[src/rtl/mips_pkg.sv]
// Shared pipeline types for the hazard/forwarding logic: forward-select
// encoding, the $zero register and the per-stage tracking slot.
package mips_pkg;

  localparam int REG_W = 5;
  localparam logic [REG_W-1:0] REG_ZERO = '0;

  typedef enum logic [1:0] {
    FWD_REG = 2'b00,
    FWD_WB  = 2'b01,
    FWD_MEM = 2'b10
  } fwd_sel_t;

  typedef struct packed {
    logic             valid;
    logic [REG_W-1:0] dest;
    logic             reg_write;
    logic             mem_read;
  } slot_t;

  // EX also keeps its sources so forwarding can be resolved there.
  typedef struct packed {
    slot_t            slot;
    logic [REG_W-1:0] rs;
    logic [REG_W-1:0] rt;
    logic             uses_rs;
    logic             uses_rt;
  } ex_slot_t;

  function automatic logic writes_to(slot_t s, logic [REG_W-1:0] r);
    return s.valid & s.reg_write & (s.dest == r);
  endfunction

endpackage

[src/rtl/fwd_select.sv]
// Operand source select for one EX operand; MEM result beats WB result.
module fwd_select
  import mips_pkg::*;
(
  input  slot_t            mem_slot,
  input  slot_t            wb_slot,
  input  logic [REG_W-1:0] src,
  input  logic             uses,
  output fwd_sel_t         sel
);

  always_comb begin
    sel = FWD_REG;
    if (uses && src != REG_ZERO) begin
      // A load in MEM has no data yet; it can only be forwarded from WB.
      if (writes_to(mem_slot, src) && !mem_slot.mem_read) sel = FWD_MEM;
      else if (writes_to(wb_slot, src))                    sel = FWD_WB;
    end
  end

endmodule

[src/rtl/hazard_forward_unit.sv]
// Tracks in-flight register writes through EX/MEM/WB, drives EX operand
// forwarding and the load-use stall / bubble control.
module hazard_forward_unit
  import mips_pkg::*;
#(
  parameter int REG_ADDR_W   = REG_W,
  parameter int LOAD_LATENCY = 1
) (
  input  logic                  clk,
  input  logic                  rst_n,
  input  logic                  id_valid,
  input  logic [REG_ADDR_W-1:0] id_rs,
  input  logic [REG_ADDR_W-1:0] id_rt,
  input  logic                  id_uses_rs,
  input  logic                  id_uses_rt,
  input  logic [REG_ADDR_W-1:0] id_dest,
  input  logic                  id_reg_write,
  input  logic                  id_mem_read,
  input  logic                  freeze,
  input  logic                  flush,
  output logic [1:0]            fwd_a,
  output logic [1:0]            fwd_b,
  output logic                  stall,
  output logic                  ex_bubble
);

  localparam int CNT_W = $clog2(LOAD_LATENCY + 1);

  ex_slot_t         ex_q, ex_d, id_entry;
  slot_t            mem_q, mem_d, wb_q, wb_d;
  logic [CNT_W-1:0] stall_cnt_q, stall_cnt_d;
  logic             hazard;
  fwd_sel_t         fwd_a_sel, fwd_b_sel;

  // Writes to $zero are dropped at entry so nothing downstream matches r0.
  always_comb begin
    id_entry                = '0;
    id_entry.slot.valid     = id_valid;
    id_entry.slot.dest      = id_dest;
    id_entry.slot.reg_write = id_reg_write & (id_dest != REG_ZERO);
    id_entry.slot.mem_read  = id_mem_read;
    id_entry.rs             = id_rs;
    id_entry.rt             = id_rt;
    id_entry.uses_rs        = id_uses_rs;
    id_entry.uses_rt        = id_uses_rt;
  end

  always_comb begin
    hazard = id_valid & ex_q.slot.valid & ex_q.slot.mem_read & ex_q.slot.reg_write &
             ((id_uses_rs & (id_rs == ex_q.slot.dest)) |
              (id_uses_rt & (id_rt == ex_q.slot.dest)));
    stall  = hazard | (stall_cnt_q != '0);
  end

  always_comb begin
    ex_d        = ex_q;
    mem_d       = mem_q;
    wb_d        = wb_q;
    stall_cnt_d = stall_cnt_q;
    if (!freeze) begin
      wb_d  = mem_q;
      mem_d = ex_q.slot;
      ex_d  = (stall || flush || !id_valid) ? '0 : id_entry;
      // Flush kills the stalled consumer, so any owed stall cycles go too.
      if (flush)                    stall_cnt_d = '0;
      else if (stall_cnt_q != '0)   stall_cnt_d = stall_cnt_q - 1'b1;
      else if (hazard)              stall_cnt_d = CNT_W'(LOAD_LATENCY - 1);
    end
  end

  always_ff @(posedge clk) begin
    if (!rst_n) begin
      ex_q        <= '0;
      mem_q       <= '0;
      wb_q        <= '0;
      stall_cnt_q <= '0;
    end else begin
      ex_q        <= ex_d;
      mem_q       <= mem_d;
      wb_q        <= wb_d;
      stall_cnt_q <= stall_cnt_d;
    end
  end

  fwd_select u_fwd_a (
    .mem_slot (mem_q),
    .wb_slot  (wb_q),
    .src      (ex_q.rs),
    .uses     (ex_q.uses_rs),
    .sel      (fwd_a_sel)
  );

  fwd_select u_fwd_b (
    .mem_slot (mem_q),
    .wb_slot  (wb_q),
    .src      (ex_q.rt),
    .uses     (ex_q.uses_rt),
    .sel      (fwd_b_sel)
  );

  assign fwd_a     = fwd_a_sel;
  assign fwd_b     = fwd_b_sel;
  assign ex_bubble = ~ex_q.slot.valid;

endmodule

[config.mk]
export PLATFORM = sky130hd
export DESIGN_NAME = hazard_forward_unit
export DESIGN_NICKNAME = d
export VERILOG_FILES = /design/src/rtl/mips_pkg.sv /design/src/rtl/fwd_select.sv /design/src/rtl/hazard_forward_unit.sv
export SDC_FILE = /design/constraint.sdc
export NUM_CORES = 1
export LEC_CHECK = 0
export ABC_CLOCK_PERIOD_IN_PS = 1780
export BUFFER_PORTS_ARGS = -buffer_cell sky130_fd_sc_hd__clkbuf_2
export CAP_MARGIN = 20
export CORE_MARGIN = 8
export CORE_UTILIZATION = 55
export DETAILED_ROUTE_END_ITERATION = 16
export PLACE_DENSITY = 0.88
export SLEW_MARGIN = 20
export SYNTH_ARGS = -nofsm -noshare
export SYNTH_HDL_FRONTEND = slang
export SYNTH_SLANG_ARGS = --single-unit
[constraint.sdc]
create_clock -name clk -period 1.78 [get_ports clk]
set_clock_uncertainty 0.05 [all_clocks]
set_input_delay 0.356 -clock clk [delete_from_list [all_inputs] [get_ports clk]]
set_output_delay 0.356 -clock clk [all_outputs]
set_load 0.005 [all_outputs]
-- Word-level counts from Yosys, hierarchy flattened
Cells that the tools add are included.
- register bits: 36
- output and inout bits: 6
- logic and storage cells: 59
- add/sub/neg operators: 1
- equal/unequal tests: 6
- multiplexer cells: 9
- bitwise gates (word level): 16
- reduce and logical (&&, ||, !) cells: 11
- operators by type and width (kind ; count):
    $eq A5 B5 Y1 ; 6
    $mux W20 ; 1
    $reduce_bool A5 Y1 ; 3
    $and A1 B1 Y1 ; 13
    $mux W2 ; 4
    $logic_and A1 B1 Y1 ; 4
    $mux W1 ; 4
    $logic_not A1 Y1 ; 2
    $logic_or A1 B1 Y1 ; 2
    $or A1 B1 Y1 ; 2
    $not A1 Y1 ; 1
    $sub A1 B1 Y1 const B ; 1

-- Logic depth before layout (Yosys ltp)
- word-level depth: 8
- depth in mapped cells: 5
- gate-level depth less buffers: 4

-- Cells and area by module
Synthesis repeated with hierarchy kept, for this count alone.
- cell total of the unflattened synthesis: 198
- area total of the unflattened synthesis: 1914.3 um^2
- by module, submodules not included (module ; times used ; cells an instance ; area an instance (um^2) ; seq. area each (um^2)):
    hazard_forward_unit ; 1 ; 156 ; 1591.5 ; 720.7
    fwd_select ; 2 ; 21 ; 161.4 ; 0.0

-- Worst setup path before layout
Ideal clock, no wire load.
- path type: reg-to-output
- from: reg ex_q[6] (netlist bit)
- to: out fwd_b[1]
- arrival: 1.252 ns
- setup slack: 0.122 ns
- stages on the path, launching flop included: 4
- path buffers: 0
- cells stage by stage: dfxtp_1 -> xor2_1 -> or4_4 -> nor4_2
- longest elaborated chain between the ends: 5
- elaborated cells on any way between the ends: 7
- classes of those cells: eq/ne (1); mux (2); bitwise (1); reduce/logical (3)
- RTL lines (item ; RTL line ; text):
    from (decl) ; hazard_forward_unit.sv:29 ; ex_slot_t ex_q, ex_d, id_entry;
    from (signal assigned) ; hazard_forward_unit.sv:73 ; ex_q <= '0;
    from (signal assigned) ; hazard_forward_unit.sv:78 ; ex_q <= ex_d;
    $eq A5 B5 Y1 ; mips_pkg.sv:31 ; return s.valid & s.reg_write & (s.dest == r);
    $and A1 B1 Y1 ; mips_pkg.sv:31 ;
    $logic_and A1 B1 Y1 ; fwd_select.sv:16 ; if (writes_to(mem_slot, src) && !mem_slot.mem_read) sel = FWD_MEM;
    $mux W2 ; fwd_select.sv:16 ;
    $mux W2 * ; fwd_select.sv:14 ; if (uses && src != REG_ZERO) begin
    to (decl) ; hazard_forward_unit.sv:22 ; output logic [1:0] fwd_b,
Every way passes the cells marked *; elsewhere a longest branch is shown, timed or not.

-- Worst setup path in the final report
- from: reg ex_q[8] (netlist bit)
- to: out fwd_a[0]
- longest elaborated chain between the ends: 5
- elaborated cells on any way between the ends: 10
- classes of those cells: eq/ne (2); mux (3); bitwise (2); reduce/logical (3)
- RTL lines (item ; RTL line ; text):
    $eq A5 B5 Y1 ; mips_pkg.sv:31 ;
    $and A1 B1 Y1 ; mips_pkg.sv:31 ;
    $mux W1 / $logic_and A1 B1 Y1 (equally long branches) ; fwd_select.sv:17, fwd_select.sv:16 ;
    $mux W2 ; fwd_select.sv:16 ;
    $mux W2 * ; fwd_select.sv:14 ;
    to (decl) ; hazard_forward_unit.sv:21 ; output logic [1:0] fwd_a,
Marked as above.

==> flow_summary_export.csv <==
group,metric,value,unit
global_route,globalRoute.totalOverflow,0,
critical_path,crit_type,"flop to primary output",
clocking,cts_sinks,35,
power,netSwitchingFraction,23.11,%
clocking,clockBufferDepth,2,
timing,worst_hold_slack,0.1849,ns
routing,wl,4210,microns
critical_path,crit_path_start_kind,"flop",
logic_synthesis,syn_inst,190,
timing,rsz0062_at_grt,"true",
clocking,cts_root_buffer,"clkbuf_4",
job,cap_viol_max_count,0,
power,vdd_ir_drop_max,0.4711,mV
timing,fin_crit_sh,120.1,%
clocking,cts_inserted_buffers,5,
routing,wire_per_inst,14.82,microns
clocking,cts_tree,"built",
global_route,first_global_vias,1507,
power,combPwrFrac,10.7,%
placement,numPortBuffers,29,
power,total_power,1.519,mW
die,io_pins,30,
global_route,antenna_found_initial,0,
die,start_util,57.19,%
logic_synthesis,async_reset_ff_share,0,%
worst_hold_path,min-delay-start,"id_dest[4]",
critical_path,arrival,1.73,ns
finish,final_nets,264,
power,clkPwrFrac,35.9,%
die,die_width,72.11,microns
critical_path,worstSetupEndpointType,"primary output",
status,violations,"negative setup slack",
power,p_per_area,664.9,nW/um^2
logic_synthesis,yosysMostFrequentCell,"dfxtp_1",
logic_synthesis,syn_nets,214,
routing,vias,1489,
worst_hold_path,hold_path_end,"ex_q[18]$_SDFFE_PN0N_",
finish,nFillCells,205,
critical_path,r2r_end,"ex_q[5]$_SDFFE_PN0N_",
die,die_h,72.11,microns
logic_synthesis,synth_area_per_cell,9.114,sq um
power,seqPwrFrac,53.4,%
clocking,clk_pin_slew,0.10,ns
logic_synthesis,yosysSeqAreaShare,40.46,%
timing,max_slew_margin,52.78,%
logic_synthesis,synth_area_leaders,"dfxtp_1 (40%), xor2_1 (9.1%), mux2i_1 (8.7%), o31ai_1 (8.2%), xnor2_1 (6.1%)",
routing,drc,0,
logic_synthesis,synthesis.area,1732,sq um
placement,gp_congestion,0.8685,
timing,post-route-min-period,2.137,ns
worst_hold_path,min_path_cells,3,
timing,fmax,0.4678,GHz
finish,register_area,724.4,sq um
power,p_leak,1.075,nW
clocking,holdBufCountCts,0,
power,p_sw,351.0,uW
routing,first_iter_violations,64,
routing,drtPass1Iterations,4,
timing,setup_viol,4,
critical_path,worstPathMaxFanout,4,
logic_synthesis,synth-seq-cells,35,
clocking,htreeDepth,2,
critical_path,r2r_slack,0.33,ns
logic_synthesis,synth_enable_flop_cells,0,
logic_synthesis,synthTopCellsByCount,"dfxtp_1 (35), nand2_1 (20), inv_1 (19), o31ai_1 (19), xor2_1 (18)",
worst_hold_path,hold_path.class,"input pin to flop",
logic_synthesis,synth_cell_types,23,
timing,hold_violations,0,
placement,place_hpwl,3015,microns
die,die-area,5200,sq um
routing,antenna_left,0,
finish,multiInputGateArea,1041,sq um
clocking,clk_latency,0.34,ns
die,coreArea,3028,sq um
timing,tightest_slew,0.7083,ns
global_route,grt_pass1_wl,6624,microns
global_route,grt_max_degree,21,
critical_path,reg2reg_depth,5,
logic_synthesis,synth_top_area_share,40.46,%
finish,area_growth,31.94,%
timing,finalMaxSlewViolations,0,
logic_synthesis,synthFlopType,"dfxtp_1",
critical_path,worst_ep_required_time,1.37,ns
global_route,grtUsageTotal,16.42,%
power,p_int,1.168,mW
finish,drive_gt1_share,37.92,%
logic_synthesis,yosysTopAreaCell,"dfxtp_1",
status,run_status,"complete, but fails checks",
finish,num_antenna_cells,0,
critical_path,crit-reg2reg-launch,"ex_q[18]$_SDFFE_PN0N_",
routing,drt-vias-per-instance,5.243,
die,fp-row-count,20,
logic_synthesis,synth_warnings,0,
timing,timing.final.ws_setup,-0.3575,ns
per-layer routing:
layer	vias up	routed length [microns]	share of wire, %	GRT usage, %
li1	750	-	-	-
met1	693	1824	43	17.75
met2	40	2073	49	26.28
met3	6	221	5.2	6.061
met4	0	91	2.2	10.88
met5	-	0	0	0
area by class of cell:
cell class	count	share of cell area, %
clock buffer	6	1.807
clock inverter	1	1.314
sequential	35	31.71
tap	44	2.410
timing repair buffer	52	14.07
multi-input combinational	127	45.56
inverter	19	3.122
power groups by stage:
stage / clock network, mW / registers [mW] / logic, mW
floorplan: 0 / 0.828 / 0.0818
global placement: 0 / 0.829 / 0.137
detailed placement: 0 / 0.830 / 0.139
global route: 0.587 / 0.813 / 0.176
finish: 0.545 / 0.811 / 0.163
CTS: 0.554 / 0.813 / 0.145
cell usage in the layout, fill, tap and decap left out, types with 2 or more instances in the layout:
cell type	n
clkbuf_2	26
dfxtp_1	22
buf_4	22
nand2_1	20
inv_1	19
o31ai_1	19
xor2_1	18
mux2i_1	15
nor2b_1	15
dfxtp_2	10
xnor2_1	6
xnor2_2	6
nand4_1	5
clkbuf_4	5
or4_4	3
dfxtp_4	3
buf_2	3
nor3_4	2
nor4_1	2
nor3_2	2
nand3_2	2
o21ai_0	2
metrics by stage:
step	setup WS (ns)	setup TNS, ns	instance area [sq um]	cells	utilization, %
after floorplan	0.1221	0	1732	190	-
after global placement	-0.002584	-0.002584	2028	272	66.98
after detailed placement	-0.02039	-0.03025	2028	272	66.98
after CTS	-0.3390	-1.323	2148	279	70.95
after global routing	-0.4222	-1.715	2285	284	75.45
final	-0.3575	-1.357	2285	284	75.45
critical path, cell delays in order (launching register included):
cell      delay, ns
dfxtp_2        0.36
xor2_1         0.15
or4_4          0.57
nor3_4         0.14
nor3_2         0.06
clkbuf_2       0.11
sequential cells by signal (all words and copies together) (netlist names):
| name | count |
|---|---|
| ex_q | 20 |
| mem_q | 8 |
| wb_q | 7 |
worst max path at each step:
stage / start / endpoint / slack, ns / cells after the start
2_1_floorplan: ex_q[6]$_SDFFE_PN0N_ / fwd_b[1] / 0.12 / 3
3_3_place_gp: mem_q[0]$_SDFFE_PN0N_ / fwd_a[1] / -0.003 / 4
3_5_place_dp: mem_q[0]$_SDFFE_PN0N_ / fwd_a[1] / -0.02 / 4
4_1_cts: ex_q[8]$_SDFFE_PN0N_ / fwd_a[1] / -0.34 / 4
5_1_grt: ex_q[6]$_SDFFE_PN0N_ / fwd_b[0] / -0.42 / 5
6_report: ex_q[8]$_SDFFE_PN0N_ / fwd_a[0] / -0.36 / 5
cell families after synthesis:
kind of cell / count (synthesis) / synth area share [%]
compound gates: 24 / 9.755
mux: 15 / 8.670
xor+xnor: 30 / 15.17
buf+inv: 28 / 6.359
simple gates: 58 / 19.58
flops: 35 / 40.46
repair_timing:
item / 4_1_cts / 5_1_grt
gates resized for setup: 19 / 23
pin swaps: 7 / 7
buffers inserted: 1 / 5
endpoints found under the setup margin: 5 / 5
Note: power is estimated with default switching activity, not from simulation.
